==> src/rtl/memory_data_register.sv <==
// Holding register between the memory data bus and the CPU datapath.
// It captures a word on an enabled clock edge and holds it until the next write or a reset.
module memory_data_register #(
  parameter int unsigned           DATA_WIDTH  = 32,
  parameter logic [DATA_WIDTH-1:0] RESET_VALUE = {DATA_WIDTH{1'b0}}
) (
  input  logic                  clk,
  input  logic                  reset,
  input  logic [DATA_WIDTH-1:0] data_in,
  input  logic                  write_enable,
  output logic [DATA_WIDTH-1:0] data_out,
  output logic                  data_valid
);

  logic [DATA_WIDTH-1:0] data_q;
  logic [DATA_WIDTH-1:0] data_d;
  logic                  valid_q;
  logic                  valid_d;

  // Next-state selection: load on write_enable, otherwise hold.
  always_comb begin
    data_d  = data_q;
    valid_d = valid_q;
    if (write_enable) begin
      data_d  = data_in;
      valid_d = 1'b1;
    end else begin
      data_d  = data_q;
      valid_d = valid_q;
    end
  end

  // State register; the synchronous reset overrides a simultaneous write.
  always_ff @(posedge clk) begin
    if (reset) begin
      data_q  <= RESET_VALUE;
      valid_q <= 1'b0;
    end else begin
      data_q  <= data_d;
      valid_q <= valid_d;
    end
  end

  assign data_out   = data_q;
  assign data_valid = valid_q;

endmodule

==> config.mk <==
export PLATFORM = sky130hd
export DESIGN_NAME = memory_data_register
export DESIGN_NICKNAME = d
export VERILOG_FILES = /design/src/rtl/memory_data_register.sv
export SDC_FILE = /design/constraint.sdc
export NUM_CORES = 1
export LEC_CHECK = 0
export CAP_MARGIN = 10
export CORE_ASPECT_RATIO = 0.8
export CORE_MARGIN = 2
export CORE_UTILIZATION = 37
export DETAILED_ROUTE_END_ITERATION = 10
export GPL_ROUTABILITY_DRIVEN = 1
export PLACE_DENSITY_LB_ADDON = 0.1
export RECOVER_POWER = 50
export SLEW_MARGIN = 0
export SYNTH_ARGS = -nofsm -noshare
export SYNTH_HDL_FRONTEND = slang
export SYNTH_SLANG_ARGS = --single-unit
==> constraint.sdc <==
create_clock -name clk -period 0.85 [get_ports clk]
set_input_delay 0.17 -clock clk [delete_from_list [all_inputs] [get_ports clk]]
set_output_delay 0.17 -clock clk [all_outputs]
set_load 0.02 [all_outputs]
# == Word-level counts from Yosys, hierarchy flattened ==
# Index checks and enable logic that the tools add are counted.
# word_totals
word_cells,2
reg_bits,33
in_bits,35

# == Longest topological paths before layout ==
# depth
ltp_word,0
depth_mapped,4
mapped_depth_nobuf,2

# == Least setup slack after synthesis ==
# OpenSTA, ideal clock, no wires.
# synth_path
kind,input -> register
start,in write_enable
end,"reg data_q[10], in the netlist data_out[10]"
slack_ps,78
path_buffers,2
arrival_ps,644
required_time_ps,722
cell_stages,4
path_cell_list,buf_6 > buf_12 > mux2i_1 > nor2_1
# synth_rtl
element,line,rtl
from (decl),10,"input logic write_enable,"
to (signal assigned),39,data_q <= data_d;
to (decl),15,logic [DATA_WIDTH-1:0] data_q;

# == Worst setup path after layout ==
# layout_path
start,"reg data_q[25], in the netlist data_out[25]"
end,out data_out[25]
# layout_rtl
element,line,rtl
to (decl),11,"output logic [DATA_WIDTH-1:0] data_out,"
# No word-level cell between the ends.

==> flow_metrics.py <==
metrics = {
    "yosys": {
        "yosysMostFrequentCell": "nor2_1",
        "synth-seq-area-share": 0.552,
        "yosys-top-cells-count": "34 x nor2_1, 33 x dfxtp_1, 32 x mux2i_1",
        "synth_area_leaders": "dfxtp_1 55%, mux2i_1 27%, nor2_1 11%",
        "synthesis.nets": 142,
        "syn_inst": 107,
        "synth-edff-count": 0,
        "async_flop_share": 0,
        "yosys_warnings": 0,
        "yosysTopAreaCellShare": 0.552,
        "ys_types": 7,
        "syn_area_sq_um": 1200,
        "syn_avg_cell_area_sq_um": 11.2,
        "yosys.area.top_type": "dfxtp_1",
        "synth_ff_type": "dfxtp_1",
        "ys_ff_latch": 33,
    },
    "critical_path": {
        "reg2reg_depth": 3,
        "r2r_start": "data_out[3]$_SDFFE_PP0P_",
        "r2r_end": "data_out[3]$_SDFFE_PP0P_",
        "path_class": "reg -> out",
        "crit_arrival_ns": 0.72,
        "reg2reg_setup_slack_ns": 0.12,
        "cp_max_fo": 2,
        "crit_start": "data_out[25]$_SDFFE_PP0P_",
        "cpPeakStageDelay_ns": 0.34,
        "required_ns": 0.68,
        "path_buf_inv": 1,
        "cp_slowest_cell": "dfxtp_2",
        "crit_path_end_kind": "output pin",
        "path_depth": 1,
        "critPathCapture": "data_out[25]",
        "cp_cell_sequence": "buf_6",
        "startpoint_type": "flop",
        "critPathTopFamily": "flip-flops",
    },
    "sta": {
        "skew_ns": 0,
        "finalSetupViolCount": 33,
        "setup_ws_ns": -0.0407,
        "hold_slack_ns": 0.376,
        "slew_violations": 0,
        "tightest_slew_ns": 0.242,
        "clock.fmax_mhz": 1120,
        "grt_setup_unrepaired": "true",
        "finalCriticalPeriod_ns": 0.891,
        "tns_ns": -1.07,
        "relSlewSlack": 0.839,
        "hold_viol": 0,
        "timing.final.crit_share": 1.05,
    },
    "floorplanning": {
        "io_pins": 68,
        "initial_utilization": 0.388,
        "die_h_microns": 54.9,
        "die_area_sq_um": 3710,
        "die_x_microns": 67.6,
        "core_area_sq_um": 3090,
        "rows": 18,
    },
    "pwr": {
        "p_per_area_nw_per_um2": 1700,
        "p_leak_nw": 0.945,
        "ir_worst_vdd_mv": 1.09,
        "p_total_mw": 3.50,
    },
    "global_routing": {
        "track_usage": 0.155,
        "grt_max_degree": 34,
        "grt_pass1_wl_mm": 4.14,
        "antenna_found_initial": 0,
        "grt_pass1_vias": 935,
        "overflow": 0,
    },
    "hold_path": {
        "holdCritStartpoint": "write_enable",
        "hp-class": "in -> reg",
    },
    "placement": {
        "dpl_worst_slack_ns": -0.264,
        "io_buffers": 67,
        "place_hpwl_mm": 1.86,
        "dpl_cell_area_sq_um": 1880,
        "dpl.cell_count": 209,
        "gp_congestion": 0.690,
    },
    "detailed_routing": {
        "ant_nets": 0,
        "firstDrtPassIters": 4,
        "routed_wl_mm": 2.73,
        "viasPerCell": 4.39,
        "drc": 0,
        "routedWlPerCell_microns": 12.5,
        "first_iter_violations": 16,
        "num_vias": 961,
    },
    "cts": {
        "cts_tree": "done",
        "cts_buffer_depth": 2,
        "cts_sinks": 33,
        "ctsHoldBuffers": 0,
        "root_buffer": "clkbuf_8",
        "cts_inserted_buffers": 5,
        "worstSkewPairLatency_ns": 0.27,
        "clk_pin_slew_ns": 0.06,
        "htreeDepth": 2,
    },
    "layout": {
        "antenna_cells": 0,
        "multiInputGateArea_sq_um": 448,
        "drive_gt1_frac": 0.430,
        "utilization": 0.665,
        "final_area_sq_um": 2050,
        "area_growth_pct": 71.5,
        "seq_area_sq_um": 702,
        "instances_no_fill": 219,
        "fill_cells": 254,
        "final_nets": 213,
    },
    "flow_run": {
        "max_cap_violations": 0,
    },
    "outcome": {
        "violations": "setup timing",
        "outcome": "finished, violations left",
    },
}
## routing by layer
layer,GRT usage,wire [microns]
met5,0,0
met4,0.0612,19
met3,0.0658,225
met2,0.258,1330
met1,0.177,1150
## how the worst min path moves through the flow
stage	end	slack (ns)	depth (start not counted)
after floorplan	data_out[0]$_SDFFE_PP0P_	0.32	2
after global placement	data_valid$_SDFFE_PP0P_	0.45	2
after detailed placement	data_valid$_SDFFE_PP0P_	0.46	2
after CTS	data_valid$_SDFFE_PP0P_	0.36	4
after global routing	data_valid$_SDFFE_PP0P_	0.41	4
final	data_valid$_SDFFE_PP0P_	0.38	4
## logic make-up after synthesis
family,Yosys count,synth area share
buf+inv,8,0.0742
mux,32,0.268
flops,33,0.552
simple gates,34,0.107
## final cells by class
class                      count  area share
clock buffer                   8      0.0390
multi-input combinational     66       0.218
sequential                    33       0.342
tap                           40      0.0244
timing repair buffer          72       0.377
## registers in the layout (all words and copies together), names as in the netlist
signal	count
data_valid	1
data_out	32
## power by group
part	switching (mW)	leakage (nW)	internal (mW)
registers	0.0620	0.284	1.66
clock network	0.491	0.0395	0.581
logic	0.288	0.621	0.417
## layout by cell type (no fill, tap or decap), drive strengths merged
master	synthesis	routed
nor2	34	34
dfxtp	33	33
clkbuf	2	8
clkdlybuf4s50	0	33
buf	6	39
mux2i	32	32
## repair_timing
action | in CTS | in global routing
setup endpoints to repair | 33 | 33
resized for setup | 231 | 0
setup buffers | 1 | 1
No activity file was read; power rests on OpenSTA's default activity.
